<file path="src/rtl/status_irq_reg.sv">
// Sticky status / interrupt register. Each status line is captured per bit as a level or an edge.
// Optional overflow tracking is enabled by defining STATUS_IRQ_OVF_EN.

module status_irq_bit #(
  parameter logic EDGE  = 1'b0,
  parameter logic POL   = 1'b1,
  parameter logic RST_M = 1'b0
) (
  input  logic clk,
  input  logic rst,
  input  logic i_armed,
  input  logic i_status,
  input  logic i_w1c,
  input  logic i_w1c_ovf,
  input  logic i_clr,
  input  logic i_mask_we,
  input  logic i_mask_d,
  output logic o_sts,
  output logic o_mask,
  output logic o_raw,
  output logic o_ovf
);
  logic r_sts, r_mask, r_raw;
  logic w_edge, w_evt;

  assign w_edge = POL ? (i_status & ~r_raw) : (~i_status & r_raw);
  assign w_evt  = EDGE ? (i_armed & w_edge) : i_status;

  always_ff @(posedge clk or posedge rst) begin
    if (rst) begin
      r_sts  <= 1'b0;
      r_mask <= RST_M;
      r_raw  <= 1'b0;
    end else begin
      r_raw <= i_status;
      // a new event outranks a same-cycle W1C so it is never lost
      r_sts <= i_clr ? 1'b0 : ((r_sts & ~i_w1c) | w_evt);
      if (i_mask_we) r_mask <= i_mask_d;
    end
  end

`ifdef STATUS_IRQ_OVF_EN
  logic r_ovf;
  always_ff @(posedge clk or posedge rst) begin
    if (rst) r_ovf <= 1'b0;
    else     r_ovf <= i_clr ? 1'b0 : ((r_ovf & ~i_w1c_ovf) | (w_evt & r_sts & ~i_w1c));
  end
  assign o_ovf = r_ovf;
`else
  logic w_unused;
  assign w_unused = i_w1c_ovf;
  assign o_ovf    = 1'b0;
`endif

  assign o_sts  = r_sts;
  assign o_mask = r_mask;
  assign o_raw  = r_raw;
endmodule

module status_irq_reg #(
  parameter int            DW        = 8,
  parameter logic [DW-1:0] RST_MASK  = {DW{1'b0}},
  parameter logic [DW-1:0] EDGE_MODE = {DW{1'b0}},
  parameter logic [DW-1:0] EDGE_POL  = {DW{1'b1}}
) (
  input  logic          clk,
  input  logic          rst,
  input  logic          cpuren_i,
  input  logic          cpuwen_i,
  input  logic [1:0]    cpuaddr_i,
  input  logic [DW-1:0] cpudi_i,
  output logic [DW-1:0] cpudo_o,
  input  logic [DW-1:0] status_i,
  input  logic          clr_i,
  output logic          irq_o
);
  typedef struct packed {
    logic       ren;
    logic       wen;
    logic [1:0] addr;
  } cpu_req_t;

  cpu_req_t      w_req;
  logic          r_armed;
  logic          w_mask_we;
  logic [DW-1:0] w_w1c, w_w1c_ovf;
  logic [DW-1:0] w_sts, w_mask, w_raw, w_ovf;

  assign w_req     = '{ren: cpuren_i, wen: cpuwen_i, addr: cpuaddr_i};
  assign w_w1c     = (w_req.wen && w_req.addr == 2'd0) ? cpudi_i : '0;
  assign w_w1c_ovf = (w_req.wen && w_req.addr == 2'd3) ? cpudi_i : '0;
  assign w_mask_we = w_req.wen && (w_req.addr == 2'd1);

  // raw_q holds its reset value during the first cycle, so edges are not trusted until then
  always_ff @(posedge clk or posedge rst) begin
    if (rst) r_armed <= 1'b0;
    else     r_armed <= 1'b1;
  end

  for (genvar i = 0; i < DW; i++) begin : g_bit
    status_irq_bit #(
      .EDGE (EDGE_MODE[i]),
      .POL  (EDGE_POL[i]),
      .RST_M(RST_MASK[i])
    ) u_bit (
      .clk      (clk),
      .rst      (rst),
      .i_armed  (r_armed),
      .i_status (status_i[i]),
      .i_w1c    (w_w1c[i]),
      .i_w1c_ovf(w_w1c_ovf[i]),
      .i_clr    (clr_i),
      .i_mask_we(w_mask_we),
      .i_mask_d (cpudi_i[i]),
      .o_sts    (w_sts[i]),
      .o_mask   (w_mask[i]),
      .o_raw    (w_raw[i]),
      .o_ovf    (w_ovf[i])
    );
  end

  assign irq_o = |(w_sts & w_mask);

  always_comb begin
    cpudo_o = '0;
    if (w_req.ren) begin
      case (w_req.addr)
        2'd0:    cpudo_o = w_sts;
        2'd1:    cpudo_o = w_mask;
        2'd2:    cpudo_o = w_raw;
        default: cpudo_o = w_ovf;
      endcase
    end
  end
endmodule

</file>
<file path="config.mk">
export PLATFORM = sky130hd
export DESIGN_NAME = status_irq_reg
export DESIGN_NICKNAME = d
export VERILOG_FILES = /design/src/rtl/status_irq_reg.sv
export SDC_FILE = /design/constraint.sdc
export NUM_CORES = 1
export LEC_CHECK = 0
export CAP_MARGIN = 20
export CORE_ASPECT_RATIO = 1.75
export CORE_MARGIN = 5
export CORE_UTILIZATION = 37
export DETAILED_ROUTE_END_ITERATION = 10
export PLACE_DENSITY_LB_ADDON = 0.05
export SLEW_MARGIN = 20
export SYNTH_ARGS = -nofsm -noshare
export SYNTH_HDL_FRONTEND = slang
export SYNTH_SLANG_ARGS = --single-unit
</file>
<file path="constraint.sdc">
create_clock -name clk -period 1.2 [get_ports clk]
set_input_delay 0.24 -clock clk [delete_from_list [all_inputs] [get_ports clk]]
set_output_delay 0.24 -clock clk [all_outputs]
set_load 0.02 [all_outputs]
</file>
### Word-level counts from Yosys, hierarchy flattened

Index checks and enable logic that the tools add are counted.

* logic and storage cells: 66
* memories kept: 0
* memory bits (writable): 0
* bits in read-only memories: 0
* bits in latches: 0
* register bits: 24

* magnitude comparators: 0
* bitwise gates (word level): 25
* multiplexer cells: 11
* reduce and logical (&&, ||, !) cells: 4
* div/mod/pow operators: 0
* $add $sub $neg: 0
* equal/unequal tests: 2
* multipliers: 0
* shift-type cells: 0

Operators with widths (number)
* 8-bit case mux with 3 select lines: 1
* 8-bit 2-to-1 mux: 2
* 1-bit bitwise AND: 8
* 8-bit bitwise AND: 1
* 1-bit 2-to-1 mux: 8
* 1-bit NOT: 8
* 1-bit bitwise OR: 8
* 8-bit OR reduction: 1
* 2-bit by 1-bit == test with 1-bit output, second input constant: 1
* 2-bit == test, second input constant: 1
* 1-bit logical AND: 2
* 2-bit zero test: 1

### Longest topological paths before layout

* word-level depth: 7
* depth in mapped cells: 5
* mapped depth without buffers: 3

### By module

From an unflattened synthesis, not the netlist that was laid out.

* cell total of the unflattened synthesis: 137
* area total of the unflattened synthesis: 1420.1 µm²

By module, submodules not included
* status_irq_bit: area each 120.1 µm², cells each 10, times used 8
* status_irq_reg: area each 459.2 µm², cells each 57, times used 1

### Worst setup path after synthesis

No wires, ideal clock.

* kind: input-to-output
* start: input cpuaddr_i[1]
* end: output cpudo_o[5]
* path slack: -0.045 ns
* cell stages on the path: 5
* required time: 0.960 ns
* path buffers: 2
* arrival: 1.005 ns
* path through: buf_2 -> clkbuf_1 -> nand3b_1 -> o21ai_0 -> and2_1

* word-level cells in the longest chain between the ends: 3
* elaborated cells on any way between the ends: 5

RTL lines
* start: declaration: line 70 `input logic [1:0] cpuaddr_i,`
* 2-bit == test, or another cell as far along: line 127 `case (w_req.addr)`
* 8-bit case mux with 3 select lines *: line 127
* 8-bit 2-to-1 mux *: line 126 `if (w_req.ren) begin`
* end: declaration: line 72 `output logic [DW-1:0] cpudo_o,`

Mark *: on every way between the ends. The rest lies on a longest branch, timed or not.

### Worst setup path in the final report

* start: register g_bit[3].u_bit.r_mask
* end: output cpudo_o[3]

* word-level cells in the longest chain between the ends: 2

RTL lines
* start: declaration: line 23 `logic r_sts, r_mask, r_raw;`
* start signal: assignment: line 38 `if (i_mask_we) r_mask <= i_mask_d;`
* 8-bit case mux with 3 select lines: line 127
* 8-bit 2-to-1 mux: line 126

Every way passes these cells.

==> results.ini <==
[final_layout]
fillCellCount = 288
final_util_pct = 56.76
design_area_um2 = 1764
fin_cells = 185
layout.nets = 167
layout_common_cells = dfrtp_1, clkdlybuf4s50_1, buf_6
antennaDiodeCount = 0
final_common_cell = dfrtp_1
drive_gt1_share_pct = 33.10
area_delta_synth_final_pct = 48.58

[cts]
htreeDepth = 1
clkLatencyLatePin_ns = 0.26
cts_tree = done
clock_sinks = 24
clk_pin_slew_ns = 0.08
clockBufferDepth = 2
cts_root_buffer = clkbuf_8
cts_inserted_buffers = 3

[worst_setup_path]
crit_cells = 4
reg2reg_depth = 2
worstSetupPathType = reg2out
worstPathArrival_ns = 1.21
required_ns = 0.96
critPathSlowestCell = dfrtp_1
worst-path-buf-inv = 1
endpoint_kind = output pin
critPathTopFamily = flip-flops
crit_path_start_kind = flip-flop
cpPeakStageDelay_ns = 0.41
crit_path_cell_trace = mux2i_1 -> o21ai_1 -> and2_1 -> buf_6
worst-path-max-fanout = 3
worstReg2RegStart = g_bit[2].u_bit.o_mask
startpoint = g_bit[3].u_bit.o_mask

[global_routing]
grt_pass1_vias = 997
grt_max_degree = 25
track_usage_pct = 14.15
grt_overflow = 0
antenna_found_initial = 0
grt_pass1_wl_um = 4781

[sta]
fin_crit_sh_pct = 120.7
worstMarginPinSlew_ns = 0.2503
finalHoldViolations = 0
fmax_ghz = 0.6906
tns_ns = -1.881
relSlewSlack_pct = 83.31
period_needed_ns = 1.448
setup_slack_ns = -0.2480
fin_skew_ns = 0
whs_ns = 0.2959
rsz0062_at_grt = true
setup_viol = 9
final-max-slew-violation-count = 0

[floorplan]
start_util_pct = 38.20
die_x_um = 52.82
core-area_um2 = 3108
die-area_um2 = 4487
die_h_um = 84.94
rows = 27
pin_count = 32

[drt]
wire_per_inst_um = 15.65
num_vias = 922
dr.pass1.iters = 3
drt-initial-drc-count = 14
viasPerCell = 4.984
drtAntennaViolNets = 0
drt-total-wl_um = 2895
drc = 0

[power]
p_leak_nw = 0.7459
p_int_mw = 1.409
pwr-share-comb_pct = 25.7
switchingPower_mw = 0.5060
power.total_mw = 1.915
p_clk_share_pct = 24.4
p_per_area_nw_per_um2 = 1085
swShare_pct = 26.43
sequentialPowerShare_pct = 50.0
ir_drop_mv = 0.8973

[logic_synthesis]
ys_ff_latch = 24
avgSynthCellArea_um2 = 11.64
ys_seq_area_share_pct = 50.58
yosys_warnings = 0
syn_inst = 102
syn-num-nets = 125
syn-cell-area_um2 = 1187
yosysUniqueCellTypes = 17

[place]
portBuffers = 31
dpl.cell_count = 178
dpl.hpwl_um = 2097
dp_slack_ns = -0.9278
gp_congestion = 0.7732
dpl_cell_area_um2 = 1623

[outcome]
status = finished with violations
violations = setup timing

[hold_path]
hold_class = in2async

[job]
drv_cap = 0

[synth_stat cells]
master | n | area [um^2]
a22oi_1 | 4 | 30.03
and2_1 | 8 | 50.05
buf_1 | 1 | 3.750
buf_2 | 2 | 10.01
buf_6 | 2 | 22.52
clkbuf_1 | 1 | 3.750
dfrtp_1 | 24 | 600.6
inv_1 | 1 | 3.750
mux2_2 | 8 | 90.09
mux2i_1 | 8 | 80.08
nand3b_1 | 9 | 67.56
nand4_1 | 1 | 6.260
nor2_1 | 8 | 30.03
nor3_1 | 8 | 40.04
nor3b_2 | 8 | 100.1
o21ai_0 | 8 | 40.04
or3b_1 | 1 | 8.760
[logic make-up after synthesis]
family                 synth area share, %
multiplexers                         14.33
flip-flops                           50.58
AO/OA/AOI/OAI                        5.901
buffers and inverters                3.687
AND/OR/NAND/NOR                      25.50
[power groups by stage]
stage	combinational (mW)	clock, mW	sequential (mW)
2_1_floorplan	0.239	0	0.949
3_3_place_gp	0.430	0	0.968
3_5_place_dp	0.440	0	0.969
4_1_cts	0.483	0.476	0.958
5_1_grt	0.536	0.511	0.969
6_report	0.491	0.466	0.957
[sequential cells by signal (all words and copies together) (netlist names)]
signal	flops
g_bit.u_bit.o_raw	8
g_bit.u_bit.o_mask	8
g_bit.u_bit.o_sts	8
[what timing repair did]
item / CTS / global route
endpoints found under the setup margin: 25 / 10
resized for setup: 78 / 4
setup buffers: 1 / 1
hold buffers: 0 / 0
pin swaps: 5 / 2
cloned: 2 / 0
[final cells by class]
type                    instances  area, um^2  share of cell area [%]
clock buffers                   3       41.29                   2.340
flip-flops and latches         24       600.6                   34.04
well taps                      43       53.80                   3.050
repair buffers                 43       495.5                   28.09
inverters                       1       3.754                  0.2128
multi-input cells              71       569.3                   32.27
[final timing paths]
path	to	slack [ns]
setup / recovery	cpudo_o[3]	-0.25
hold / removal	g_bit[0].u_bit.o_raw	0.30
setup reg to reg	g_bit[2].u_bit.o_mask	0.31
hold reg to reg	g_bit[5].u_bit.o_mask	0.54
max in group asynchronous	g_bit[1].u_bit.o_raw	0.76
min in group clk	g_bit[2].u_bit.o_raw	0.49
[routing by layer]
metal	part of all wire, %	global-route usage [%]	up-vias
met5	0	0	-
met4	0.73	4.186	0
met2	55	24.77	20
met3	4.9	2.109	2
met1	40	17.32	457
li1	-	-	443
[tightest hold or removal path, cell delays in order]
cell and delay, ns:
clkdlybuf4s50_1 0.39, inv_1 0.09, buf_12 0.18
Power figures use the tool's default switching activity.
